$ cat src/rtl/melody_pkg.sv
// Shared state encoding and default sizing for the melody sequencer.
package melody_pkg;

  localparam int DEF_TICK_DIV = 12_500_000;
  localparam int DEF_ADDR_W   = 8;
  localparam int DEF_NOTE_W   = 6;
  localparam int DEF_DUR_W    = 4;

  typedef enum logic [2:0] {
    ST_IDLE  = 3'd0,
    ST_FETCH = 3'd1,
    ST_LOAD  = 3'd2,
    ST_PLAY  = 3'd3,
    ST_PAUSE = 3'd4,
    ST_END   = 3'd5
  } state_t;

endpackage

$ cat src/rtl/tick_divider.sv
// Duration prescaler: counts enabled cycles 0..TICK_DIV-1, flags the last one as tick.
// The count freezes while en is low; clr has priority over en.
module tick_divider #(
  parameter int TICK_DIV = melody_pkg::DEF_TICK_DIV
) (
  input  logic clk,
  input  logic reset,
  input  logic en,
  input  logic clr,
  output logic tick
);

  localparam int CW = (TICK_DIV > 2) ? $clog2(TICK_DIV) : 1;
  localparam logic [CW-1:0] LAST = CW'(TICK_DIV - 1);

  logic [CW-1:0] cnt_q, cnt_d;

  assign tick = en && (cnt_q == LAST);

  always_comb begin
    cnt_d = cnt_q;
    if (clr) begin
      cnt_d = '0;
    end else if (en) begin
      cnt_d = tick ? '0 : cnt_q + CW'(1);
    end
  end

  always_ff @(posedge clk or negedge reset) begin
    if (!reset) begin
      cnt_q <= '0;
    end else begin
      cnt_q <= cnt_d;
    end
  end

endmodule

$ cat src/rtl/melody_sequencer.sv
// Steps through a melody ROM, holding each note for rom_dur prescaler ticks.
// play pauses without losing position; restart and the end marker return to address 0.
module melody_sequencer
  import melody_pkg::*;
#(
  parameter int TICK_DIV = DEF_TICK_DIV,
  parameter int ADDR_W   = DEF_ADDR_W,
  parameter int NOTE_W   = DEF_NOTE_W,
  parameter int DUR_W    = DEF_DUR_W
) (
  input  logic              clk,
  input  logic              reset,
  input  logic              play,
  input  logic              restart,
  input  logic [ADDR_W-1:0] last_addr,
  output logic [ADDR_W-1:0] rom_addr,
  input  logic [NOTE_W-1:0] rom_note,
  input  logic [DUR_W-1:0]  rom_dur,
  output logic [NOTE_W-1:0] note_out,
  output logic              note_valid,
  output logic              song_end
);

  state_t            state_q, state_d;
  logic [ADDR_W-1:0] addr_q, addr_d;
  logic [NOTE_W-1:0] note_q, note_d;
  logic [DUR_W-1:0]  dur_q, dur_d;
  logic              song_end_q, song_end_d;
  logic              presc_en, presc_clr, tick;

  // The prescaler runs on every PLAY cycle, including the one where play drops,
  // so each PLAY cycle counts exactly once toward the note length.
  assign presc_en = (state_q == ST_PLAY);

  tick_divider #(
    .TICK_DIV(TICK_DIV)
  ) u_tick_divider (
    .clk  (clk),
    .reset(reset),
    .en   (presc_en),
    .clr  (presc_clr),
    .tick (tick)
  );

  always_comb begin
    state_d    = state_q;
    addr_d     = addr_q;
    note_d     = note_q;
    dur_d      = dur_q;
    song_end_d = 1'b0;
    presc_clr  = 1'b0;

    unique case (state_q)
      ST_IDLE: begin
        addr_d = '0;
        if (play) state_d = ST_FETCH;
      end
      ST_FETCH: state_d = ST_LOAD;
      ST_LOAD: begin
        note_d    = rom_note;
        dur_d     = rom_dur;
        presc_clr = 1'b1;
        if (rom_dur == '0) begin
          state_d    = ST_END;
          addr_d     = '0;
          song_end_d = 1'b1;
        end else if (play) begin
          state_d = ST_PLAY;
        end else begin
          state_d = ST_PAUSE;
        end
      end
      ST_PLAY: begin
        if (tick) dur_d = dur_q - DUR_W'(1);
        // A note-ending tick wins over a simultaneous pause request.
        if (tick && (dur_q == DUR_W'(1))) begin
          state_d = ST_FETCH;
          if (addr_q == last_addr) begin
            addr_d     = '0;
            song_end_d = 1'b1;
          end else begin
            addr_d = addr_q + ADDR_W'(1);
          end
        end else if (!play) begin
          state_d = ST_PAUSE;
        end
      end
      ST_PAUSE: begin
        if (play) state_d = ST_PLAY;
      end
      ST_END: begin
        addr_d  = '0;
        state_d = play ? ST_FETCH : ST_IDLE;
      end
      default: state_d = ST_IDLE;
    endcase

    if (restart) begin
      state_d    = play ? ST_FETCH : ST_IDLE;
      addr_d     = '0;
      note_d     = note_q;
      dur_d      = '0;
      song_end_d = 1'b0;
      presc_clr  = 1'b1;
    end
  end

  always_ff @(posedge clk or negedge reset) begin
    if (!reset) begin
      state_q    <= ST_IDLE;
      addr_q     <= '0;
      note_q     <= '0;
      dur_q      <= '0;
      song_end_q <= 1'b0;
    end else begin
      state_q    <= state_d;
      addr_q     <= addr_d;
      note_q     <= note_d;
      dur_q      <= dur_d;
      song_end_q <= song_end_d;
    end
  end

  assign rom_addr   = addr_q;
  assign note_out   = note_q;
  assign note_valid = (state_q == ST_PLAY);
  assign song_end   = song_end_q;

endmodule

$ cat config.mk
export PLATFORM = sky130hd
export DESIGN_NAME = melody_sequencer
export DESIGN_NICKNAME = d
export VERILOG_FILES = /design/src/rtl/melody_pkg.sv /design/src/rtl/tick_divider.sv /design/src/rtl/melody_sequencer.sv
export SDC_FILE = /design/constraint.sdc
export NUM_CORES = 1
export LEC_CHECK = 0
export CAP_MARGIN = 20
export CORE_MARGIN = 5
export CORE_UTILIZATION = 50
export DETAILED_ROUTE_END_ITERATION = 12
export PLACE_DENSITY = 0.77
export SLEW_MARGIN = 20
export SYNTH_ARGS = -nofsm -noshare
export SYNTH_HDL_FRONTEND = slang
export SYNTH_SLANG_ARGS = --single-unit
$ cat constraint.sdc
create_clock -name clk -period 2.3 [get_ports clk]
set_input_delay 0.345 -clock clk [delete_from_list [all_inputs] [get_ports clk]]
set_output_delay 0.345 -clock clk [all_outputs]
set_load 0.02 [all_outputs]
Word-level counts from Yosys, hierarchy flattened
Cells that the tools add are included.

Register bits after elaboration: 46. Bits of input ports: 22. Output and inout bits: 16. Word-level logic and storage cells: 63.

$add $sub $neg: 3. Equality and inequality tests: 14. Mux-type cells: 27. Bitwise operators: 1. Reduce and logical (&&, ||, !) cells: 12.

Operators by type and width (count): $mux 24 (3); $mux 8 (4); $add 24x1->24 const B (1); $eq 24x24->1 const B (1); $pmux 8 s3 (1); $mux 3 (7); $pmux 3 s6 (1); $ne 3x3->1 const B (5); $add 8x1->8 const B (1); $eq 8x8->1 (1); $mux 4 (2); $pmux 4 s2 (1); $mux 1 (7); $eq 3x2->1 const B (2); $eq 3x3->1 const B (2); $reduce_and 3->1 (2); $eq 4x1->1 const B (1); $logic_not 4->1 (1); $ne 4x4->1 const B (1); $reduce_and 2->1 (2); $reduce_bool 4->1 (1); $sub 4x1->4 const B (1); $eq 3x1->1 const B (1); $logic_not 3->1 (1); other kinds (6) (7).

Logic depth before layout (Yosys ltp)
Gate-level depths: netlist of run 1.

Word-level depth: 6. Depth in mapped cells: 9. Gate-level depth less buffers: 8.

Cells and area by module
A second synthesis of run 1 with hierarchy kept.

Cells, all modules: 291. Area total of the unflattened synthesis: 2756.4 um2.

Modules (own cells, without submodules): tick_divider (times used 1, cells an instance 140, area each 1381.3 um2, seq. area each 600.6 um2); melody_sequencer (times used 1, cells an instance 151, area each 1375.1 um2, seq. area each 550.5 um2).

Least setup slack after synthesis of run 1
Ideal clock, no wire load.

Kind: register to register. Start: register dur_q[1]. End: register addr_q[3], in the netlist rom_addr[3]. Library setup time: 77 ps. Data arrival time: 1822 ps. Data required time: 2223 ps. Setup slack: 400 ps. Cell stages (with the launch flop): 9. Buffers on the path: 0. Period minus slack after synthesis: 1900 ps. Cells stage by stage: dfrtp_1 -> inv_1 -> ha_1 -> nor3b_1 -> a221oi_4 -> nand2_4 -> o21ai_4 -> or3_1 -> a21oi_1.

Cells in the longest elaborated chain, start to end: 4.

RTL lines: start: declaration (RTL line melody_sequencer.sv:27) `logic [DUR_W-1:0] dur_q, dur_d;`; start signal: assignment (RTL line melody_sequencer.sv:119) `dur_q <= dur_d;`; $eq 4x1->1 (RTL line melody_sequencer.sv:76) `if (tick && (dur_q == DUR_W'(1))) begin`; $logic_and 1x1->1 (RTL line melody_sequencer.sv:76); $ne 3x3->1 (no source line); $reduce_and 3->1 (no source line); end signal: assignment (RTL line melody_sequencer.sv:117) `addr_q <= addr_d;`; end: declaration (RTL line melody_sequencer.sv:25) `logic [ADDR_W-1:0] addr_q, addr_d;`.

No other way between the ends. A chain may end at the register's enable or synchronous reset.

Worst setup path in the final report of run 1
Start: register u_tick_divider.cnt_q[0]. End: register addr_q[5], in the netlist rom_addr[5].

Cells in the longest elaborated chain, start to end: 5.

RTL lines: start: declaration (RTL line tick_divider.sv:16) `logic [CW-1:0] cnt_q, cnt_d;`; start signal: assignment (RTL line tick_divider.sv:33) `cnt_q <= cnt_d;`; $eq 24x24->1 (RTL line tick_divider.sv:18) `assign tick = en && (cnt_q == LAST);`; $logic_and 1x1->1 (RTL line tick_divider.sv:18); $logic_and 1x1->1 (RTL line melody_sequencer.sv:76); $ne 3x3->1 (no source line); $reduce_and 3->1 (no source line).

No other way between the ends.

==> results of run 1 <==
## how the worst min path moves through the flow
stage / start / endpoint / slack (ns) / depth (start not counted)
CTS: reset / note_out[0]$_DFFE_PN0P_ / 0.15 / 2
global route: reset / note_out[3]$_DFFE_PN0P_ / 0.18 / 2
finish: reset / note_out[3]$_DFFE_PN0P_ / 0.13 / 2
detailed placement: reset / note_out[3]$_DFFE_PN0P_ / 0.47 / 2
global placement: reset / note_out[3]$_DFFE_PN0P_ / 0.47 / 2
floorplan: reset / dur_q[0]$_DFFE_PN0P_ / 0.05 / 0
## sequential cells by signal, summed over array words and instances (netlist names)
name,count
song_end,1
rom_addr,8
u_tick_divider.cnt_q,24
state_q,3
dur_q,4
note_out,6
## cell families (layout without fill, tap and decap cells)
kind of cell               count (synthesis)  count (layout)  share of synthesized area, %
DFF                                       46              46                          44.0
xor gates and xnor gates                  32              32                          10.7
muxes                                      7               7                          2.96
AOI/OAI and AO/OA                         45              45                          12.4
buffers and inverters                     17              69                          3.06
adders and majority gates                  4               4                          1.91
and+or+nand+nor                          123             123                          25.0
## routing by layer
metal / wire length [um] / up-vias / global-route usage, %
met1: 2410 / 1062 / 24.0
met5: 0 / - / 0
met2: 2860 / 61 / 32.1
li1: - / 1072 / -
met4: 65 / 0 / 5.48
met3: 367 / 6 / 3.90
## stage by stage
step,hold WS (ns),cells
floorplan,0.0494,274
global placement,0.472,388
detailed placement,0.470,388
CTS,0.147,396
global route,0.176,396
finish,0.125,396
## synthesized netlist by cell type, types with 3 or more instances
library cell | number | area (um2)
sky130_fd_sc_hd__ha_1 | 4 | 50.1
sky130_fd_sc_hd__a22o_1 | 3 | 26.3
sky130_fd_sc_hd__nor4_1 | 4 | 25.0
sky130_fd_sc_hd__buf_2 | 4 | 20.0
sky130_fd_sc_hd__nand4_1 | 7 | 43.8
sky130_fd_sc_hd__xnor2_1 | 16 | 140
sky130_fd_sc_hd__and3_1 | 6 | 37.5
sky130_fd_sc_hd__a21oi_1 | 9 | 45.0
sky130_fd_sc_hd__dfrtp_1 | 46 | 1150
sky130_fd_sc_hd__nor3_1 | 8 | 40.0
sky130_fd_sc_hd__xor2_1 | 16 | 140
sky130_fd_sc_hd__nand3_1 | 12 | 60.1
sky130_fd_sc_hd__nand2_1 | 28 | 105
sky130_fd_sc_hd__clkbuf_1 | 3 | 11.3
sky130_fd_sc_hd__nor2_1 | 34 | 128
sky130_fd_sc_hd__inv_1 | 6 | 22.5
sky130_fd_sc_hd__or3_1 | 5 | 31.3
sky130_fd_sc_hd__mux2_2 | 6 | 67.6
sky130_fd_sc_hd__o21ai_0 | 13 | 65.1
## cell type report
cell class                      count  area, um2  share of cell area, %
Clock buffer                        7       86.3                   2.67
Multi-Input combinational cell    211       1390                   42.9
Inverter                            8       30.0                  0.929
Tap cell                           70       87.6                   2.71
Sequential cell                    46       1150                   35.7
Clock inverter                      1       5.00                  0.155
Timing Repair Buffer               53        484                   15.0
## power groups by stage
stage / Clock, mW / Sequential (mW) / Combinational (mW)
floorplan: 0 / 1.02 / 0.354
global placement: 0 / 0.981 / 0.666
detailed placement: 0 / 0.986 / 0.681
finish: 0.510 / 0.974 / 0.678
global route: 0.564 / 0.989 / 0.731
CTS: 0.523 / 0.972 / 0.681
==> impl_metrics.py, run 1 <==
metrics = {
    "status": {
        "run_status": "finished, final reports clean",
    },
    "global_route": {
        "number_of_antenna_violations_at_the_first_check_in_global_routing": 0,
        "grt_max_degree": 47,
        "grt_pass1_wl_mm": 9.99,
        "globalRoute.totalOverflow": 0,
        "grt.total_usage_pct": 18.8,
        "vias_in_the_first_global_route": 2180,
    },
    "timing": {
        "final.setup_skew_ns": 0.00824,
        "rsz0062_at_grt": "no",
        "worstMarginPinSlew_ns": 0.583,
        "fmax_achieved_ghz": 0.468,
        "hold_viol": 0,
        "timing.final.max_slew_violations": 0,
        "setup_viol_count_final": 0,
        "layout_setup_ws_ns": 0.163,
        "fin_crit_ns": 2.14,
        "post-route-period-util_pct": 92.9,
        "timing.max_slew.rel_slack_pct": 61.2,
        "total_neg_setup_slack_ns": 0,
    },
    "yosys": {
        "synth.yosys.seq_area_share_pct": 44.0,
        "synthesis.yosys.warnings": 0,
        "ys.flop_type": "sky130_fd_sc_hd__dfrtp_1",
        "area_of_the_mapped_netlist_um2": 2620,
        "count_of_flip_flops_with_a_built_in_enable_after_synthesis": 0,
        "synthesis.nets": 300,
        "synthesis.instances": 274,
        "ys_async_sr_fraction_pct": 100,
        "post_syn_area_per_cell_um2": 9.55,
        "synth-seq-cells": 46,
        "netlist-cell-type-count": 57,
    },
    "layout": {
        "layout.cells.most_common_list": "44 x sky130_fd_sc_hd__dfrtp_1, 35 x sky130_fd_sc_hd__clkdlybuf4s50_1, 34 x sky130_fd_sc_hd__nor2_1, 28 x sky130_fd_sc_hd__nand2_1",
        "filler_cell_count": 450,
        "final_layout_size_suffix_gt1_share_pct": 14.7,
        "area.growth.synth_to_final_pct": 23.5,
        "stdcell_area_um2": 3230,
        "antennaDiodeCount": 0,
        "postLayoutCoreUtil_pct": 63.3,
        "most_common_cell_after_layout_fill_and_taps_aside": "sky130_fd_sc_hd__dfrtp_1",
        "fin_nets": 351,
    },
    "floorplanning": {
        "boundaryPins": 38,
        "horiz_die_dim_um": 82.3,
        "design.die.area_um2": 6780,
        "start_util_pct": 51.2,
        "fp-row-count": 26,
        "chipHeight_um": 82.3,
        "coreArea_um2": 5110,
    },
    "clocking": {
        "clk_pin_slew_worst_paths_ns": 0.09,
        "clock_sink_count": 46,
        "h-tree-depth": 2,
        "hold_buffers_post_cts": 0,
        "clk_path_buf_depth": 2,
        "cts_made_buffers": 5,
        "clock_tree.root_cell": "sky130_fd_sc_hd__clkbuf_8",
        "post-cts-setup-buffer-count": 0,
        "tritoncts": "built",
        "post_cts_resize_count": 3,
        "worst_skew_late_latency_ns": 0.30,
    },
    "routing": {
        "first_iter_violations": 108,
        "detail_route.wl_per_cell_um": 14.4,
        "drt-total-wl_mm": 5.71,
        "drcViolationCount": 0,
        "drt.antenna.violating_nets": 0,
        "vias_per_cell": 5.56,
        "first_pass_iters": 4,
        "dr_total_vias": 2201,
    },
    "worst_setup_path": {
        "critPathCapture": "rom_addr[5]$_DFFE_PN0P_",
        "r2r_end": "rom_addr[5]$_DFFE_PN0P_",
        "ff2ff_setup_slack_ns": 0.16,
        "timing.critical_path.depth": 7,
        "slowest_delay_ns": 0.43,
        "worstPathArrival_ns": 2.36,
        "worst-setup-path-type": "reg2reg",
        "cp-end-kind": "flop",
        "required_time_of_the_critical_path_ns": 2.53,
        "buffers_inverters_on_critical_path": 1,
        "worst-path-max-fanout": 7,
        "worst_r2r_path_depth": 7,
        "crit_family": "simple AND/OR/NAND/NOR gates",
        "critPathLaunch": "u_tick_divider.cnt_q[0]$_DFFE_PN0P_",
        "critical-path-slowest-cell": "sky130_fd_sc_hd__dfrtp_1",
        "worstPathCellList": "ha_1 -> nand4_2 -> nor4_4 -> buf_4 -> o21ai_4 -> or3_1 -> a21oi_1",
        "setup.worst_path.start_class": "flop",
        "worstReg2RegStart": "u_tick_divider.cnt_q[0]$_DFFE_PN0P_",
    },
    "place": {
        "gp_congestion": 0.884,
        "io_buffer_count": 37,
        "dp_hpwl_mm": 4.13,
        "place_area_um2": 3140,
        "placement.setup.worst_slack_ns": 0.00406,
    },
    "power": {
        "p_leak_nw": 1.33,
        "seq_power_share_pct": 45.1,
        "power.share.clock_pct": 23.6,
        "net-switching-power_mw": 0.704,
        "net_switching_fraction_of_the_power_pct": 32.6,
        "combinationalPowerShare_pct": 31.4,
        "irDropWorstVdd_mv": 0.452,
        "power_density_nw_per_um2": 669,
        "p_int_mw": 1.46,
        "pwr_total_mw": 2.16,
    },
    "flow_run": {
        "cap_violations": 0,
    },
    "min_path": {
        "worst_hold_path_type": "in2async",
    },
}
No activity file was read; power rests on OpenSTA's default activity.
==> inputs of run 2 (changes only) <==
--- a/config.mk
+++ b/config.mk
@@ -7,2 +7,3 @@
 export LEC_CHECK = 0
+export ABC_AREA = 1
 export CAP_MARGIN = 20
@@ -11,3 +12,3 @@
 export DETAILED_ROUTE_END_ITERATION = 12
-export PLACE_DENSITY = 0.77
+export PLACE_DENSITY = 0.76
 export SLEW_MARGIN = 20
--- a/constraint.sdc
+++ b/constraint.sdc
@@ -3,2 +3,2 @@
 set_output_delay 0.345 -clock clk [all_outputs]
-set_load 0.02 [all_outputs]
+set_load 0.01 [all_outputs]
==> impl_metrics.py, run 2 <==
metrics = {
    "yosys": {
        "post_synthesis_share_of_cell_area_spent_on_full_adders_half_adders_and_majority_gates_pct": 1.71,
        "synth-compound-area-share_pct": 9.72,
        "synthMuxAreaShare_pct": 0,
        "ys_async_sr_fraction_pct": 100,
        "post_synth_xor_area_fraction_pct": 2.10,
        "combinational_family_with_the_most_area_after_synthesis": "simple AND/OR/NAND/NOR gates",
        "area_of_the_mapped_netlist_um2": 2920,
        "count_of_flip_flops_with_a_built_in_enable_after_synthesis": 0,
        "ys.flop_type": "sky130_fd_sc_hd__dfrtp_1",
        "synthesis.yosys.warnings": 0,
        "synthesis.instances": 427,
        "post_synth_and_or_nand_nor_area_fraction_pct": 38.4,
        "cell_types_with_the_largest_area_share_after_synthesis": "sky130_fd_sc_hd__dfrtp_1 39%, sky130_fd_sc_hd__nand2_1 18%, sky130_fd_sc_hd__nor2_1 6.8%",
        "synth-seq-cells": 46,
        "post_syn_area_per_cell_um2": 6.84,
        "netlist.area_leader.share_pct": 39.4,
        "synth_most_common_cell": "sky130_fd_sc_hd__nand2_1",
        "yosysTopAreaCell": "sky130_fd_sc_hd__dfrtp_1",
        "synth.yosys.seq_area_share_pct": 39.4,
        "ys_top_cells_by_count": "137 x sky130_fd_sc_hd__nand2_1, 53 x sky130_fd_sc_hd__nor2_1, 51 x sky130_fd_sc_hd__inv_1",
        "synthesis.nets": 453,
        "netlist-cell-type-count": 36,
    },
    "floorplanning": {
        "fp-row-count": 27,
        "horiz_die_dim_um": 86.5,
        "design.die.area_um2": 7470,
        "boundaryPins": 38,
        "start_util_pct": 52.1,
        "coreArea_um2": 5610,
        "chipHeight_um": 86.5,
    },
    "clocking": {
        "worst_skew_late_latency_ns": 0.30,
        "hold_buffers_post_cts": 0,
        "clk_path_buf_depth": 2,
        "tritoncts": "built",
        "cts_made_buffers": 5,
        "clk_pin_slew_worst_paths_ns": 0.09,
        "post-cts-setup-buffer-count": 0,
        "post_cts_resize_count": 0,
        "h-tree-depth": 2,
        "clock_sink_count": 46,
        "clock_tree.root_cell": "sky130_fd_sc_hd__clkbuf_8",
    },
    "routing": {
        "drt-total-wl_mm": 6.87,
        "vias_per_cell": 5.26,
        "drt.antenna.violating_nets": 0,
        "dr_total_vias": 2858,
        "first_pass_iters": 6,
        "drcViolationCount": 0,
        "first_iter_violations": 219,
        "detail_route.wl_per_cell_um": 12.7,
    },
    "timing": {
        "total_neg_setup_slack_ns": 0,
        "timing.final.max_slew_violations": 0,
        "layout_setup_ws_ns": 0.205,
        "worstMarginPinSlew_ns": 0.638,
        "setup_viol_count_final": 0,
        "post-route-period-util_pct": 91.1,
        "timing.max_slew.rel_slack_pct": 57.5,
        "final.setup_skew_ns": 0.00622,
        "rsz0062_at_grt": "no",
        "fin_crit_ns": 2.09,
        "hold_viol": 0,
        "fmax_achieved_ghz": 0.477,
    },
    "layout": {
        "postLayoutCoreUtil_pct": 61.9,
        "fin_nets": 496,
        "largest_register_ff_count": 24,
        "layout.cells.most_common_list": "137 x sky130_fd_sc_hd__nand2_1, 53 x sky130_fd_sc_hd__nor2_1, 51 x sky130_fd_sc_hd__inv_1, 46 x sky130_fd_sc_hd__dfrtp_1, 36 x sky130_fd_sc_hd__clkdlybuf4s50_1",
        "filler_cell_count": 562,
        "final_layout_size_suffix_gt1_share_pct": 7.64,
        "post_layout_nonfiller_instances": 543,
        "area.growth.synth_to_final_pct": 18.8,
        "largest-register": "u_tick_divider.cnt_q",
        "most_common_cell_after_layout_fill_and_taps_aside": "sky130_fd_sc_hd__nand2_1",
        "antennaDiodeCount": 0,
    },
    "min_path": {
        "worst_hold_path_type": "in2async",
    },
    "place": {
        "dp_hpwl_mm": 5.37,
        "dp_cells": 535,
        "io_buffer_count": 37,
        "gp_congestion": 0.947,
        "placement.setup.worst_slack_ns": 0.224,
    },
    "worst_setup_path": {
        "critPathCapture": "note_valid",
        "critPathLaunch": "state_q[2]$_DFFE_PN0P_",
        "worst-path-max-fanout": 7,
        "worst_r2r_path_depth": 8,
        "setup.worst_path.start_class": "flop",
        "r2r_end": "rom_addr[5]$_DFFE_PN0P_",
        "cp-end-kind": "output pin",
        "worstReg2RegStart": "dur_q[1]$_DFFE_PN0P_",
        "required_time_of_the_critical_path_ns": 1.96,
        "ff2ff_setup_slack_ns": 0.39,
        "worst-setup-path-type": "reg2out",
        "worstPathArrival_ns": 1.75,
    },
    "power": {
        "irDropWorstVdd_mv": 0.309,
        "power_density_nw_per_um2": 610,
        "p_leak_nw": 1.59,
        "pwr_total_mw": 2.12,
    },
    "global_route": {
        "globalRoute.totalOverflow": 0,
        "grt_pass1_wl_mm": 11.9,
        "number_of_antenna_violations_at_the_first_check_in_global_routing": 0,
        "grt.total_usage_pct": 19.4,
        "grt_max_degree": 29,
        "vias_in_the_first_global_route": 2636,
    },
    "flow_run": {
        "cap_violations": 0,
    },
    "status": {
        "run_status": "finished, final reports clean",
    },
}
-- run 2: changes by cell type after synthesis, sizes merged, moves of 4 or more --
cell	change
nand2	+109
inv	+49
nor2	+24
xnor2	-14
nand3	+13
o21ai	+12
xor2	-11
and3	-6
mux2	-6
or3	-6
a21oi	+4
nand4	+4
nor4	-4
-- run 2: report_power, final --
group          internal (mW)  total (mW)  leakage, nW  switching (mW)
Sequential             0.896       0.962        0.626          0.0661
Combinational          0.263       0.643        0.915           0.380
Clock                  0.243       0.514       0.0482           0.271
Total                   1.40        2.12         1.59           0.717
-- run 2: per-layer routing --
metal  share of wire, %  routed length, um  global-route usage [%]  vias to the layer above
met3                7.0                482                    4.18                        6
met2                 45               3120                    31.3                       99
met4               0.55                 38                    3.40                        0
li1                   -                  -                       -                     1447
met1                 47               3230                    27.2                     1306
met5                  0                  0                       0                        -
-- run 2: cells by family (layout without fill, tap and decap cells) --
family,after synthesis,count (layout)
adder cells (fa/ha/maj),4,4
AND/OR/NAND/NOR,256,256
AO/OA/AOI/OAI,50,50
flip-flops,46,46
XOR/XNOR,7,7
buffers and inverters,64,108
-- run 2: through the flow --
step                area (um2)  hold WS, ns
finish                    3470       0.0616
global route              3470        0.103
CTS                       3470       0.0723
detailed placement        3380        0.403
global placement          3380        0.398
floorplan                 2920       0.0494
-- run 2: worst min path at each step --
stage	end	slack [ns]
2_1_floorplan	dur_q[0]$_DFFE_PN0P_	0.05
3_3_place_gp	u_tick_divider.cnt_q[3]$_DFFE_PN0P_	0.40
3_5_place_dp	u_tick_divider.cnt_q[3]$_DFFE_PN0P_	0.40
4_1_cts	u_tick_divider.cnt_q[3]$_DFFE_PN0P_	0.07
5_1_grt	u_tick_divider.cnt_q[4]$_DFFE_PN0P_	0.10
6_report	rom_addr[0]$_DFFE_PN0P_	0.06
-- run 2: area by class of cell --
cell class | instances | area [um2] | area share, %
clock inverter | 1 | 5.00 | 0.144
multi-input combinational | 317 | 1520 | 43.7
timing repair buffer | 43 | 410 | 11.8
inverter | 57 | 214 | 6.16
sequential | 46 | 1150 | 33.1
tap | 72 | 90.1 | 2.59
clock buffer | 7 | 86.3 | 2.49
-- run 2: worst max-delay path, stage by stage, from the launching register on --
cell and delay, ns:
sky130_fd_sc_hd__dfrtp_1 0.43, sky130_fd_sc_hd__inv_2 0.09, sky130_fd_sc_hd__nand2_2 0.11, sky130_fd_sc_hd__nor2_4 0.23, sky130_fd_sc_hd__clkdlybuf4s50_1 0.59
